`src/rtl/button_stim_pkg.sv`:
```
// Shared types and constants for the button stimulus generator.
package button_stim_pkg;

    typedef enum logic [1:0] {
        ST_IDLE    = 2'd0,
        ST_BOUNCE  = 2'd1,
        ST_HOLD    = 2'd2,
        ST_RELEASE = 2'd3
    } state_t;

    localparam int unsigned CNT_W  = 8;
    localparam int unsigned LFSR_W = 8;

    // x^8+x^6+x^5+x^4+1 as a right-shift Fibonacci: feedback from bits 0,2,3,4
    localparam logic [LFSR_W-1:0] LFSR_TAPS    = 8'h1D;
    localparam logic [LFSR_W-1:0] DEFAULT_SEED = 8'hA5;

endpackage

```
`src/rtl/button_stim_gen_bounce_lfsr.sv`:
```
// 8-bit right-shifting Fibonacci LFSR supplying bounce bits; reloads seed on reset.
module bounce_lfsr
    import button_stim_pkg::*;
(
    input  logic              clk,
    input  logic              rst_n,
    input  logic              advance,
    input  logic [LFSR_W-1:0] seed,
    output logic              bit_out
);

    logic [LFSR_W-1:0] r_lfsr;
    logic              w_feedback;

    assign w_feedback = ^(r_lfsr & LFSR_TAPS);
    assign bit_out    = r_lfsr[0];

    always_ff @(posedge clk) begin
        if (!rst_n) begin
            r_lfsr <= seed;
        end else if (advance) begin
            r_lfsr <= {w_feedback, r_lfsr[LFSR_W-1:1]};
        end
    end

endmodule

```
`src/rtl/button_stim_gen.sv`:
```
// Renders each press request as bounce burst, clean hold and clean release on a
// registered button line, tracking the toggle state the downstream FSM must reach.
module button_stim_gen
    import button_stim_pkg::*;
#(
    parameter int unsigned       HOLD_CYCLES    = 4,
    parameter int unsigned       RELEASE_CYCLES = 4,
    parameter int unsigned       MAX_BOUNCE     = 4,
    parameter logic [LFSR_W-1:0] LFSR_SEED      = DEFAULT_SEED
) (
    input  logic             clk,
    input  logic             rst_n,
    input  logic             req_valid,
    output logic             req_ready,
    input  logic [2:0]       req_bounces,
    output logic             button,
    output logic             busy,
    output logic             expected_state,
    output logic [CNT_W-1:0] press_count
);

    localparam int unsigned      BNC_W     = 3;
    localparam logic [BNC_W-1:0] MAX_BNC   = BNC_W'(MAX_BOUNCE);
    localparam logic [CNT_W-1:0] HOLD_LAST = CNT_W'(HOLD_CYCLES - 1);
    localparam logic [CNT_W-1:0] REL_LAST  = CNT_W'(RELEASE_CYCLES - 1);
    localparam logic [CNT_W-1:0] CNT_ONE   = CNT_W'(1);
    localparam logic [CNT_W-1:0] CNT_SAT   = '1;

    state_t           r_state;
    state_t           w_state_nxt;
    logic [CNT_W-1:0] r_cnt;
    logic [CNT_W-1:0] w_cnt_nxt;
    logic             r_button;
    logic             w_button_nxt;
    logic             r_expected;
    logic             w_expected_nxt;
    logic [CNT_W-1:0] r_press_count;
    logic [CNT_W-1:0] w_count_nxt;
    logic [BNC_W-1:0] w_bounces;
    logic             w_advance;
    logic             w_lfsr_bit;

    bounce_lfsr u_lfsr (
        .clk     (clk),
        .rst_n   (rst_n),
        .advance (w_advance),
        .seed    (LFSR_SEED),
        .bit_out (w_lfsr_bit)
    );

    assign w_bounces = (req_bounces > MAX_BNC) ? MAX_BNC : req_bounces;

    always_ff @(posedge clk) begin
        if (!rst_n) begin
            r_state       <= ST_IDLE;
            r_cnt         <= '0;
            r_button      <= 1'b0;
            r_expected    <= 1'b0;
            r_press_count <= '0;
        end else begin
            r_state       <= w_state_nxt;
            r_cnt         <= w_cnt_nxt;
            r_button      <= w_button_nxt;
            r_expected    <= w_expected_nxt;
            r_press_count <= w_count_nxt;
        end
    end

    // r_cnt holds the cycles remaining in the current phase, minus one
    always_comb begin
        w_state_nxt    = r_state;
        w_cnt_nxt      = r_cnt;
        w_button_nxt   = 1'b0;
        w_expected_nxt = r_expected;
        w_count_nxt    = r_press_count;
        w_advance      = 1'b0;

        case (r_state)
            ST_IDLE: begin
                if (req_valid) begin
                    if (w_bounces != '0) begin
                        w_state_nxt = ST_BOUNCE;
                        w_cnt_nxt   = CNT_W'(w_bounces) - CNT_ONE;
                    end else begin
                        w_state_nxt = ST_HOLD;
                        w_cnt_nxt   = HOLD_LAST;
                    end
                end
            end
            ST_BOUNCE: begin
                if (r_cnt == '0) begin
                    w_state_nxt = ST_HOLD;
                    w_cnt_nxt   = HOLD_LAST;
                end else begin
                    w_cnt_nxt = r_cnt - CNT_ONE;
                end
            end
            ST_HOLD: begin
                if (r_cnt == '0) begin
                    w_state_nxt = ST_RELEASE;
                    w_cnt_nxt   = REL_LAST;
                    if (r_press_count != CNT_SAT) begin
                        w_count_nxt = r_press_count + CNT_ONE;
                    end
                end else begin
                    w_cnt_nxt = r_cnt - CNT_ONE;
                end
            end
            ST_RELEASE: begin
                if (r_cnt == '0) begin
                    w_state_nxt = ST_IDLE;
                    w_cnt_nxt   = '0;
                end else begin
                    w_cnt_nxt = r_cnt - CNT_ONE;
                end
            end
            default: begin
                w_state_nxt = ST_IDLE;
                w_cnt_nxt   = '0;
            end
        endcase

        // Button level is decided by the state being entered; each bounce bit consumed steps the LFSR
        case (w_state_nxt)
            ST_BOUNCE: begin
                w_button_nxt = w_lfsr_bit;
                w_advance    = 1'b1;
            end
            ST_HOLD:   w_button_nxt = 1'b1;
            default:   w_button_nxt = 1'b0;
        endcase

        if ((w_state_nxt == ST_HOLD) && (r_state != ST_HOLD)) begin
            w_expected_nxt = ~r_expected;
        end
    end

    assign req_ready      = (r_state == ST_IDLE);
    assign busy           = (r_state != ST_IDLE);
    assign button         = r_button;
    assign expected_state = r_expected;
    assign press_count    = r_press_count;

endmodule

```
`config.mk`:
```
export PLATFORM = sky130hd
export DESIGN_NAME = button_stim_gen
export DESIGN_NICKNAME = d
export VERILOG_FILES = /design/src/rtl/button_stim_pkg.sv /design/src/rtl/button_stim_gen_bounce_lfsr.sv /design/src/rtl/button_stim_gen.sv
export SDC_FILE = /design/constraint.sdc
export NUM_CORES = 1
export LEC_CHECK = 0
export BUFFER_PORTS_ARGS = -buffer_cell sky130_fd_sc_hd__clkbuf_2
export CAP_MARGIN = 30
export CORE_ASPECT_RATIO = 0.75
export CORE_MARGIN = 2
export CORE_UTILIZATION = 50
export DETAILED_ROUTE_END_ITERATION = 16
export PLACE_DENSITY = 0.7
export SLEW_MARGIN = 20
export SYNTH_ARGS = -nofsm -noshare
export SYNTH_HDL_FRONTEND = slang
export SYNTH_SLANG_ARGS = --single-unit
```
`constraint.sdc`:
```
create_clock -name clk -period 5.4 [get_ports clk]
set_clock_uncertainty 0.15 [all_clocks]
set_input_delay 1.08 -clock clk [delete_from_list [all_inputs] [get_ports clk]]
set_output_delay 1.08 -clock clk [all_outputs]
set_load 0.005 [all_outputs]
```
==> metrics <==
Tcrit/Tclk final between 50% and 60%; Leak approximately 0.7 nW; critical path's slowest cell ha_1; min Tclk post-route 3.04 ns; placed cell areas approximately 1700 um2; Final Hold Viols 0; clock latency on the worst-skew pair about 0.28 ns; cts hold-fix bufs 0; relative slew slack about three fifths; FFs w/ async S/R, synth 0%; Final HPWL DP approximately 2500 um; syn_nets approximately 200; Crit Path Class in -> reg; CP max stage delay ~0.54 ns; Worst Path Buf+Inv 1; # diodes 0; outcome completed; Die W just under 70 um; max frequency roughly 330 MHz; first-pass detailed-route iteration total 4; CTS Root Cell clkbuf_8; routed len/inst ~14 um; Worst path most repeated cell ha_1; peak supply drop 0.241 mV; CP delay by family, top adder cells; Yosys cell types 44; TritonCTS Buffers 3; hold slack around 0.33 ns; chip height roughly 53 um; Fin Setup TNS 0 ns; Synth Cell Area around 1600 um2; Antenna Nets Post-Route 0; Layout fillers around 280; synth warn 0; RSZ-0062 raised after global routing false; CTS tree done; Post-synth EDFFs 0; antenna violations before repair 0; met2 usage between 30 and 40%; DR vias approximately 1400; CP cell instances clkbuf_2 > nand2b_1 > ha_1 > nand3b_1 > o22ai_1 > a211oi_1 > ha_1 > mux2i_1 > nand2_1; gpl congestion a little under 0.9; Initial Util approximately 53%; H-tree depth 1; Mapped Avg Cell Area 8.62 um2; Worst Setup End Kind flop; Max Cap Viol 0; crit start category input pin; ys flop type dfxtp_1; buffer depth of the longest clock path 2; Max Slew Vio Count 0; Final #Nets between 200 and 250; Global Route Usage Sum about a fifth; fin util 58.6%; I/O Buffers 17; Critical Path AT around 3.1 ns; met3 GRT Util ~4.6%; Reg clk slew, reported paths about 0.090 ns; IO Count 18; share of post-route cells with drive strength above 1 between 10 and 15%; pin count of the biggest net entering global routing 18; total wire length approximately 3400 um; post-route cell area around 1700 um2; Post-CTS Repair Setup Buffers 0; register area share after synthesis a little over a third; Max FO, Critical Path 9; Core Rows 17; CTS resizes 0; busiest layer in global routing met2; global-route wire length before repair just under 6000 um; die area between 3000 and 4000 um2; Layout Area Growth over Synthesis 9.94%; Detailed Route Iter0 Violations approximately 120; vias per cell ~6.0; M1 GR Usage about a quarter; vias in the first global route about 1300; Min-Delay Path Class reg -> reg; worst-margin pin slew roughly 0.62 ns; DRC 0; Yosys reg bits 28; Pwr Density ~500 nW/um2; Final Setup Violations 0; Mapped Cells 184; grt ovf 0; Core Region around 3000 um2; required time of the critical path 5.41 ns; CTS sink count 28
registers in the layout (all words and copies together), names as in the netlist:
name	count
r_state	2
button	1
press_count	8
r_cnt	8
u_lfsr.r_lfsr	8
expected_state	1
tightest hold or removal path: stages, from the launching register on:
cell     delay, ns
dfxtp_1       0.34
mux2i_1       0.06
nand2_1       0.06
cell usage after synthesis (2+ instances only):
cell type | count | area [um2]
dfxtp_1 | 28 | 561
inv_1 | 10 | 37.5
nor2_1 | 16 | 60.1
ha_1 | 11 | 138
nor2b_1 | 2 | 12.5
o221ai_1 | 2 | 17.5
or3_1 | 3 | 18.8
nand3_1 | 5 | 25.0
a211oi_1 | 2 | 15.0
o21ai_0 | 6 | 30.0
nand2_1 | 14 | 52.6
a21o_1 | 2 | 15.0
and2_1 | 2 | 12.5
nor3_1 | 7 | 35.0
or4_1 | 3 | 22.5
a41oi_1 | 3 | 26.3
a31oi_1 | 3 | 18.8
xor2_1 | 2 | 17.5
o22ai_1 | 5 | 31.3
o31ai_1 | 3 | 22.5
mux2i_1 | 10 | 100
nand2b_1 | 4 | 25.0
xnor2_1 | 3 | 26.3
clkbuf_1 | 4 | 15.0
a21oi_1 | 15 | 75.1
logic make-up after synthesis:
kind of cell / Yosys count / share of synthesized area [%]
AOI/OAI and AO/OA: 49 / 20.5
muxes: 11 / 7.02
and+or+nand+nor: 63 / 21.2
DFF: 28 / 35.3
xor gates and xnor gates: 5 / 2.76
buffers and inverters: 17 / 4.49
adders and majority gates: 11 / 8.67
power breakdown:
group          switching (mW)  total, mW  internal, mW
registers              0.0450      0.296         0.251
clock network          0.0636      0.129        0.0653
logic                   0.257      0.449         0.193
total                   0.365      0.874         0.509
layout make-up:
| class | instances | area, um2 | share of cell area [%] |
|---|---|---|---|
| Tap cell | 38 | 47.5 | 2.73 |
| Timing Repair Buffer | 17 | 85.1 | 4.88 |
| Sequential cell | 28 | 561 | 32.1 |
| Inverter | 11 | 41.3 | 2.37 |
| Multi-Input combinational cell | 139 | 955 | 54.7 |
| Clock buffer | 4 | 55.1 | 3.16 |
worst paths after layout:
kind	startpoint	to	slack, ns	depth (start not counted)
setup / recovery	req_bounces[2]	u_lfsr.r_lfsr[2]	2.36	9
hold / removal	u_lfsr.r_lfsr[5]	u_lfsr.r_lfsr[5]	0.33	2
setup reg to reg	r_cnt[0]	u_lfsr.r_lfsr[2]	2.50	9
hold reg to reg	u_lfsr.r_lfsr[5]	u_lfsr.r_lfsr[5]	0.33	2
per-layer routing:
metal | up-vias | wire length [um]
met1 | 666 | 1630
met5 | - | 0
met3 | 4 | 207
met2 | 46 | 1560
li1 | 705 | -
met4 | 0 | 28
layout by cell type, fill, tap and decap left out, drive strengths merged, types with 5 or more instances in the layout:
cell / synthesis / final
dfxtp: 28 / 28
clkbuf: 4 / 21
nor2: 16 / 16
a21oi: 15 / 15
nand2: 14 / 14
ha: 11 / 11
inv: 10 / 10
mux2i: 10 / 10
nor3: 7 / 7
o21ai: 6 / 6
o22ai: 5 / 5
nand3: 5 / 5
per-stage QoR:
stage                     power, mW  std cells  setup WS [ns]
after floorplan               0.643        184           2.33
after global placement        0.724        233           2.17
after detailed placement      0.737        233           2.06
after CTS                     0.870        237           2.37
after global routing          0.937        237           2.18
final                         0.874        237           2.36
(Power assumes the default switching activity.)
